[src/rtl/csa_acc.sv]
// ============================================================================
// Module   : csa_acc
// Purpose  : Carry-save packet accumulator with a 3:2 compressor tree on the
//            feedback path and a single CPA in the RESOLVE state.
// Options  : CSA_ACC_CNT_EN adds a saturating 16-bit beat counter (out_count).
// Revision : 1.0 - initial release
// ============================================================================
`default_nettype none

module csa_acc #(
    parameter int WIDTH = 32,
    parameter int LANES = 4
) (
    input  logic                   clk,
    input  logic                   rst,
    input  logic                   in_valid,
    output logic                   in_ready,
    input  logic [LANES*WIDTH-1:0] in_data,
    input  logic                   in_last,
    output logic                   out_valid,
    input  logic                   out_ready,
    output logic [WIDTH-1:0]       out_data,
`ifdef CSA_ACC_CNT_EN
    output logic [15:0]            out_count,
`endif
    output logic                   busy
);

    localparam int NOPS = LANES + 2;

    // Operand count entering layer l: each full group of three becomes two.
    function automatic int layer_ops(input int l);
        int n;
        n = NOPS;
        for (int i = 0; i < l; i++) begin
            n = 2 * (n / 3) + (n % 3);
        end
        return n;
    endfunction

    function automatic int num_layers();
        int n;
        int k;
        n = NOPS;
        k = 0;
        for (int i = 0; i < 16; i++) begin
            if (n > 2) begin
                n = 2 * (n / 3) + (n % 3);
                k = k + 1;
            end
        end
        return k;
    endfunction

    localparam int NL = num_layers();

    typedef enum logic [1:0] {
        ST_IDLE    = 2'd0,
        ST_ACC     = 2'd1,
        ST_RESOLVE = 2'd2,
        ST_OUT     = 2'd3
    } state_t;

    state_t           r_state;
    logic [WIDTH-1:0] r_sum;
    logic [WIDTH-1:0] r_carry;
    logic [WIDTH-1:0] r_out_data;
    logic             w_accept;
    logic [WIDTH-1:0] w_lvl [NL+1][NOPS];

    // Level 0 holds the lanes followed by the redundant feedback pair.
    generate
        for (genvar j = 0; j < NOPS; j++) begin : g_src
            if (j < LANES) begin : g_lane
                assign w_lvl[0][j] = in_data[j*WIDTH +: WIDTH];
            end else if (j == LANES) begin : g_sum
                assign w_lvl[0][j] = r_sum;
            end else begin : g_carry
                assign w_lvl[0][j] = r_carry;
            end
        end

        for (genvar l = 0; l < NL; l++) begin : g_layer
            localparam int N_IN  = layer_ops(l);
            localparam int N_GRP = N_IN / 3;
            localparam int N_OUT = layer_ops(l + 1);
            for (genvar j = 0; j < NOPS; j++) begin : g_out
                if (j < 2 * N_GRP) begin : g_fa
                    localparam int A = 3 * (j / 2);
                    if (j % 2 == 0) begin : g_s
                        assign w_lvl[l+1][j] = w_lvl[l][A] ^ w_lvl[l][A+1] ^ w_lvl[l][A+2];
                    end else begin : g_c
                        // Majority shifted left; the bit leaving WIDTH-1 is dropped.
                        logic [WIDTH-2:0] w_maj;
                        assign w_maj = (w_lvl[l][A][WIDTH-2:0]   & w_lvl[l][A+1][WIDTH-2:0])
                                     | (w_lvl[l][A][WIDTH-2:0]   & w_lvl[l][A+2][WIDTH-2:0])
                                     | (w_lvl[l][A+1][WIDTH-2:0] & w_lvl[l][A+2][WIDTH-2:0]);
                        assign w_lvl[l+1][j] = {w_maj, 1'b0};
                    end
                end else if (j < N_OUT) begin : g_pass
                    assign w_lvl[l+1][j] = w_lvl[l][j + N_GRP];
                end else begin : g_zero
                    assign w_lvl[l+1][j] = '0;
                end
            end
        end
    endgenerate

    assign in_ready  = (r_state == ST_IDLE) || (r_state == ST_ACC);
    assign w_accept  = in_valid && in_ready;
    assign out_valid = (r_state == ST_OUT);
    assign busy      = (r_state != ST_IDLE);
    assign out_data  = r_out_data;

    always_ff @(posedge clk or posedge rst) begin
        if (rst) begin
            r_state    <= ST_IDLE;
            r_sum      <= '0;
            r_carry    <= '0;
            r_out_data <= '0;
        end else begin
            case (r_state)
                ST_IDLE, ST_ACC: begin
                    if (w_accept) begin
                        r_sum   <= w_lvl[NL][0];
                        r_carry <= w_lvl[NL][1];
                        r_state <= in_last ? ST_RESOLVE : ST_ACC;
                    end
                end
                ST_RESOLVE: begin
                    r_out_data <= r_sum + r_carry;
                    r_sum      <= '0;
                    r_carry    <= '0;
                    r_state    <= ST_OUT;
                end
                ST_OUT: begin
                    if (out_ready) begin
                        r_state <= ST_IDLE;
                    end
                end
                default: r_state <= ST_IDLE;
            endcase
        end
    end

`ifdef CSA_ACC_CNT_EN
    logic [15:0] r_cnt;
    logic [15:0] r_out_count;

    always_ff @(posedge clk or posedge rst) begin
        if (rst) begin
            r_cnt       <= '0;
            r_out_count <= '0;
        end else if (r_state == ST_RESOLVE) begin
            r_out_count <= r_cnt;
            r_cnt       <= '0;
        end else if (w_accept && (r_cnt != 16'hFFFF)) begin
            r_cnt <= r_cnt + 16'd1;
        end
    end

    assign out_count = r_out_count;
`endif

endmodule

`default_nettype wire

[config.mk]
export PLATFORM = sky130hd
export DESIGN_NAME = csa_acc
export DESIGN_NICKNAME = d
export VERILOG_FILES = /design/src/rtl/csa_acc.sv
export SDC_FILE = /design/constraint.sdc
export NUM_CORES = 1
export LEC_CHECK = 0
export ABC_AREA = 1
export CAP_MARGIN = 20
export CORE_ASPECT_RATIO = 0.6
export CORE_MARGIN = 2
export CORE_UTILIZATION = 30
export DETAILED_ROUTE_END_ITERATION = 10
export GPL_ROUTABILITY_DRIVEN = 0
export HOLD_SLACK_MARGIN = 0.12
export MAX_ROUTING_LAYER = met4
export SLEW_MARGIN = 20
export SYNTH_ARGS = -nofsm -noshare
export SYNTH_HDL_FRONTEND = slang
export SYNTH_SLANG_ARGS = --single-unit
export TNS_END_PERCENT = 20
[constraint.sdc]
create_clock -name clk -period 5.7 [get_ports clk]
set_input_delay 0.57 -clock clk [delete_from_list [all_inputs] [get_ports clk]]
set_output_delay 0.57 -clock clk [all_outputs]
set_load 0.02 [all_outputs]
==> results of run 1 <==
[critical path, stage by stage (launching register included)]
cell and delay [ns]:
dfrtp_1 0.44, inv_2 0.08, nor2_4 0.57, inv_2 0.53
nand2_4 0.22, inv_2 0.42, nand2_1 0.19, o21ai_0 0.10
[worst paths after layout]
path,startpoint,to,cells after the start,slack (ns)
setup / recovery,r_state[1],r_sum[12],7,2.93
max in group asynchronous,rst,r_carry[16],3,3.93
hold / removal,out_data[23],out_data[23],2,0.48
setup reg to reg,r_state[1],r_sum[12],7,2.93
min in group asynchronous,rst,out_data[21],2,0.65
hold reg to reg,out_data[23],out_data[23],2,0.48
[cell type report]
class / instances / area share (%)
multi-input combinational: 698 / 47.8
sequential: 96 / 22.0
timing repair buffer: 168 / 15.4
inverter: 233 / 8.02
tap: 367 / 4.20
clock buffer: 10 / 2.19
clock inverter: 6 / 0.412
[flip-flops by register name (all words and copies together), names as in the netlist]
register  cells
r_sum        32
out_data     32
r_state       2
r_carry      30
[kinds of logic after synthesis]
family,count (synthesis),share of synthesized area [%]
adder cells (fa/ha/maj),153,32.8
AO/OA/AOI/OAI,101,6.23
flip-flops,96,28.0
XOR/XNOR,15,1.53
buffers and inverters,251,11.2
AND/OR/NAND/NOR,429,20.2
[power groups by stage]
stage	clock network [mW]	registers (mW)	logic (mW)
floorplan	0	1.33	2.28
global placement	0	1.28	3.44
detailed placement	0	1.29	3.50
CTS	0.615	1.28	3.54
global route	0.643	1.32	4.07
finish	0.592	1.27	3.48
[cells in the final DEF (no fill, tap or decap), drive strengths merged, types with 3 or more instances in the layout]
cell type        n
nand4            4
fa             121
a21oi           19
clkinvlp         3
xnor2           12
dfrtp           96
clkinv           3
o21ai           71
nand2          321
clkbuf          10
nand3           47
inv            233
ha              32
xor2             3
nand3b           4
nor2            46
or2              5
o21bai           4
clkdlybuf4s50  167
[routing by layer]
metal	global-route usage (%)	wire length, um	up-vias
li1	-	-	3431
met1	24.6	12000	3287
met2	21.9	8410	190
met3	3.85	1480	10
met4	2.76	132	0
met5	-	0	-
==> summary.md, run 1 <==
| Metric | Value |
|---|---|
| FP Rows | 47 |
| PD cells | 489 mW/mm^2 |
| Post-layout util | 39.2% |
| Wirelength per Cell | 14.0 um |
| Sw frac | 49.1% |
| Syn nets | 1331 |
| # resized after CTS | 0 |
| Share of cells above drive strength 1 | 2.73% |
| Vias in the first global route | 7093 |
| Synth warn | 0 |
| CTS sink count | 96 |
| Fin Setup TNS | 0 ns |
| Post-DP Area | 0.0106 mm^2 |
| Fillers | 2896 |
| Total Routing Usage GR | 16.2% |
| RSZ-0062 raised after global routing | no |
| HP Class | flop to flop |
| Storage cell area | 0.00240 mm^2 |
| Initial antenna violation count | 0 |
| Pin count of the biggest net entering global routing | 60 |
| Synth Instances | 1045 |
| WS Path Type | flop to flop |
| Die width | 223 um |
| Num ports | 168 |
| Worst-path maximum fanout | 59 |
| Post-synth top cells | nand2_1, inv_1, fa_1, dfrtp_1, o21ai_0 |
| Placed insts | 1562 |
| Power Total | 5.35 mW |
| Drt first pass iters | 5 |
| Yosys reg bits | 96 |
| Final worst slack | 2.93 ns |
| Internal Power | 2.72 mW |
| Syn avg cell area | 8.22 um^2 |
| Layout area overhead | 27.2% |
| Post-Layout Cell Count | 1578 |
| First DRT Iteration DRCs | 435 |
| Comb power frac | 65.1% |
| Pre-CTS setup slack | 2.58 ns |
| Clk Latency, worst-skew pair | 0.36 ns |
| Synth cell types | 32 |
| DRC violations left | 0 |
| Slew HR | 28.4% |
| Worst EP arrival | 2.97 ns |
| Most numerous cell in the Yosys netlist | nand2_1 |
| DP HPWL | 18.3 mm |
| Drt total wl | 22.0 mm |
| Final hold viol count | 0 |
| Startpoint Class | flop |
| Clock buffer depth | 2 |
| Post-synthesis sequential area ratio | 28.0% |
| Maximum clock frequency | 361 MHz |
| Largest area contributor in the netlist | fa_1 |
| Worst slew pin tran | 1.07 ns |
| Worst Setup End Kind | flop |
| First-pass GRT wire length | 37.2 mm |
| Clock network fraction of total power | 11.1% |
| Sw power | 2.63 mW |
| Final worst-path cycle share | 48.6% |
| Final Net Count | 1492 |
| Post-CTS Setup Bufs | 0 |
| CTS clk-pin slew, worst paths | 0.07 ns |
| CTS tree | done |
| Core area | 0.0279 mm^2 |
| Slew Viols, Final | 0 |
| ANT cells | 0 |
| Port Buf Inserts | 167 |
| Sequential share of power | 23.8% |
| Synth async-reset ratio | 100% |
| Req. time, crit path | 5.90 ns |
| Fin area | 0.0109 mm^2 |
| Outcome | completed |
| Crit path time final | 2.77 ns |
| Footprint of the multi-input gates | 0.00523 mm^2 |
| Vias | 6918 |
| Starting Density | 30.8% |
| Antenna violation net count after detailed routing | 0 |
| Final setup fails | 0 |
| Fin Hold WS | 0.481 ns |
| VDD IR-drop max | 0.244 mV |
| Ys flop type | dfrtp_1 |
| CTS Hold Bufs | 0 |
| Vias per inst | 4.38 |
| Total gr overflow | 0 |
| Die Span Y | 135 um |
| Overall die area | 0.0301 mm^2 |
| Pleak | 5.49 nW |
| Top area cells in the synthesized netlist | fa_1, dfrtp_1, nand2_1 |
| CTS Root Cell | clkbuf_16 |
| H-tree depth | 3 |
| Max cap viols | 0 |
| Share of the synthesized area in the top cell type | 28.2% |
| Inserted Clock Buffers | 9 |
| Post-synth EDFFs | 0 |
| Mapped cell area | 0.00859 mm^2 |
| Final Skew | 0.0104 ns |
No activity file was read; power rests on OpenSTA's default activity.
==> run 2: changes to the inputs <==
clock period = 2.28 ns   (was 5.7 ns; I/O delays follow)
==> run 2 against run 1 <==
Count of clock-buffer cells in the layout did not move. Cell area rose by 2.6%. Combinational power rose to 2.6 times the previous value. Sequential share of layout area down 0.48 points. Core utilization is 1.0 points higher. Final cell count rose by 1.6%. Routed wire length rose by 1.2%. Critical path depth decreased by 3. Non-clock buffer count is 26 higher. Total power increased to 2.6 times the previous value. Global-route usage increased by 0.12 points.
==> summary.md, run 2 (synthesis gave the netlist of run 1 again) <==
| Metric | Value |
|---|---|
| Vias | 6948 (was 6918) |
| Footprint of the multi-input gates | 0.00525 mm^2 (was 0.00523 mm^2) |
| Worst EP arrival | 2.47 ns (was 2.97 ns) |
| RSZ-0062 raised after global routing | yes (was no) |
| Clk Latency, worst-skew pair | 0.36 ns (about the same) |
| Drt total wl | 22.3 mm (was 22.0 mm) |
| Max cap viols | 0 (unchanged) |
| Post-Layout Cell Count | 1604 (was 1578) |
| CTS tree | done (unchanged) |
| Reg2Reg Depth | 4 (was 7) |
| Sw power | 6.62 mW (was 2.63 mW) |
| CTS sink count | 96 (unchanged) |
| Worst Setup End Kind | flop (unchanged) |
| Pre-CTS setup slack | -0.264 ns (was 2.58 ns) |
| Vias per inst | 4.33 (was 4.38) |
| Clock network fraction of total power | 12.1% (was 11.1%) |
| Storage cell area | 0.00241 mm^2 (was 0.00240 mm^2) |
| Final worst-path cycle share | 97.6% (was 48.6%) |
| Final Skew | 0.00631 ns (was 0.0104 ns) |
| Capture point of the worst path | r_sum[2] (was r_sum[12]) |
| VDD IR-drop max | 0.458 mV (was 0.244 mV) |
| Internal Power | 7.28 mW (was 2.72 mW) |
| H-tree depth | 3 (unchanged) |
| PD cells | 1240 mW/mm^2 (was 489 mW/mm^2) |
| ANT cells | 0 (unchanged) |
| Fin Setup TNS | 0 ns (unchanged) |
| Pin count of the biggest net entering global routing | 97 (was 60) |
| HP Class | primary input to async pin (was flop to flop) |
| Die width | 223 um (unchanged) |
| Share of cells above drive strength 1 | 5.74% (was 2.73%) |
| Vias in the first global route | 7044 (was 7093) |
| Port Buf Inserts | 167 (unchanged) |
| Placed insts | 1583 (was 1562) |
| Most frequent cells in the layout | nand2_1, inv_1, clkdlybuf4s50_1 (unchanged) |
| CP startpoint | r_sum[2] (was r_state[1]) |
| DRC violations left | 0 (unchanged) |
| Num ports | 168 (unchanged) |
| Most common cell after layout, fill and taps aside | nand2_1 (unchanged) |
| Reg2Reg Setup Slack | 0.05 ns (was 2.93 ns) |
| Total gr overflow | 0 (unchanged) |
| Total Routing Usage GR | 16.3% (was 16.2%) |
| Final Net Count | 1518 (was 1492) |
| Slew HR | 57.4% (was 28.4%) |
| Clock buffer depth | 2 (unchanged) |
| Sequential share of power | 22.8% (was 23.8%) |
| Initial antenna violation count | 0 (unchanged) |
| Worst slew pin tran | 0.639 ns (was 1.07 ns) |
| Req. time, crit path | 2.53 ns (was 5.90 ns) |
| Fin Hold WS | 0.306 ns (was 0.481 ns) |
| WS Path Type | flop to flop (unchanged) |
| Core area | 0.0279 mm^2 (unchanged) |
| Final setup fails | 0 (unchanged) |
| CTS Root Cell | clkbuf_16 (unchanged) |
| First DRT Iteration DRCs | 385 (was 435) |
| Comb power frac | 65.2% (was 65.1%) |
| Final hold viol count | 0 (unchanged) |
| Wirelength per Cell | 13.9 um (was 14.0 um) |
| Layout area overhead | 30.5% (was 27.2%) |
| Pleak | 5.65 nW (was 5.49 nW) |
| Slew Viols, Final | 0 (unchanged) |
| Drt first pass iters | 7 (was 5) |
| Outcome | completed (unchanged) |
| FF-to-FF Start | r_sum[2] (was r_state[1]) |
| Reg-to-reg endpoint | r_sum[2] (was r_sum[12]) |
| DP HPWL | 18.2 mm (was 18.3 mm) |
| Die Span Y | 135 um (unchanged) |
| Starting Density | 30.8% (unchanged) |
| Fillers | 2824 (was 2896) |
| FP Rows | 47 (unchanged) |
| Startpoint Class | flop (unchanged) |
| CTS Hold Bufs | 0 (unchanged) |
| Antenna violation net count after detailed routing | 0 (unchanged) |
| Crit path time final | 2.23 ns (was 2.77 ns) |
| First-pass GRT wire length | 37.4 mm (was 37.2 mm) |
| Maximum clock frequency | 449 MHz (was 361 MHz) |
| Inserted Clock Buffers | 9 (unchanged) |
| Final worst slack | 0.0544 ns (was 2.93 ns) |
| Worst-path maximum fanout | 3 (was 59) |
| Power Total | 13.9 mW (was 5.35 mW) |
| Sw frac | 47.6% (was 49.1%) |
| Overall die area | 0.0301 mm^2 (unchanged) |
| CTS clk-pin slew, worst paths | 0.07 ns (about the same) |
-- run 2: cell types whose count changed in the layout (fill, tap and decap cells not counted), sizes merged --
cell      previous run  this run
buf                  1        27
bufinv               0         2
inv                233       232
clkinvlp             3         2
-- run 2: worst min path at each step --
stage,endpoint,slack [ns],depth (start not counted)
final,r_sum[13],0.31,3
after global routing,r_sum[13],0.43,3
after CTS,r_sum[13],0.41,3
after detailed placement,out_data[19],0.47,2
after global placement,out_data[18],0.46,2
after floorplan,r_state[1],0.41,2
-- run 2: cell type report --
class	instances	area share (%)
Multi-Input combinational cell	698	46.9
Tap cell	367	4.10
Clock buffer	10	2.13
Timing Repair Buffer	194	16.8
Inverter	233	7.86
Sequential cell	96	21.5
Clock inverter	6	0.737
-- run 2: worst max-delay path: stages (launching register included) --
cell and delay, ns:
dfrtp_1 0.44, fa_1 0.51, fa_1 0.54, fa_1 0.41
a22o_1 0.22
-- run 2: power groups by stage --
stage                     logic [mW]  registers, mW  clock network, mW
after floorplan                 5.71           3.33                  0
after global placement          8.76           3.18                  0
after detailed placement        8.96           3.19                  0
after CTS                       9.03           3.17               1.73
after global routing            10.6           3.29               1.80
final                           9.06           3.16               1.68
-- run 2: metrics by stage --
step	cell area [um^2]	utilization, %
2_1_floorplan	8600	-
3_3_place_gp	10800	38.8
3_5_place_dp	10800	38.8
4_1_cts	11100	40.0
5_1_grt	11200	40.2
6_report	11200	40.2
-- run 2: layer usage --
layer / vias up / GRT usage (%) / part of all wire [%]
met5: - / - / 0
li1: 3496 / - / -
met3: 13 / 3.87 / 5.7
met1: 3280 / 25.2 / 55
met2: 159 / 21.5 / 38
met4: 0 / 2.95 / 0.88
-- run 2: timing repair --
action,in CTS,in global routing
setup buffers,0,5
gates resized for setup,0,29
endpoints found under the setup margin,0,29
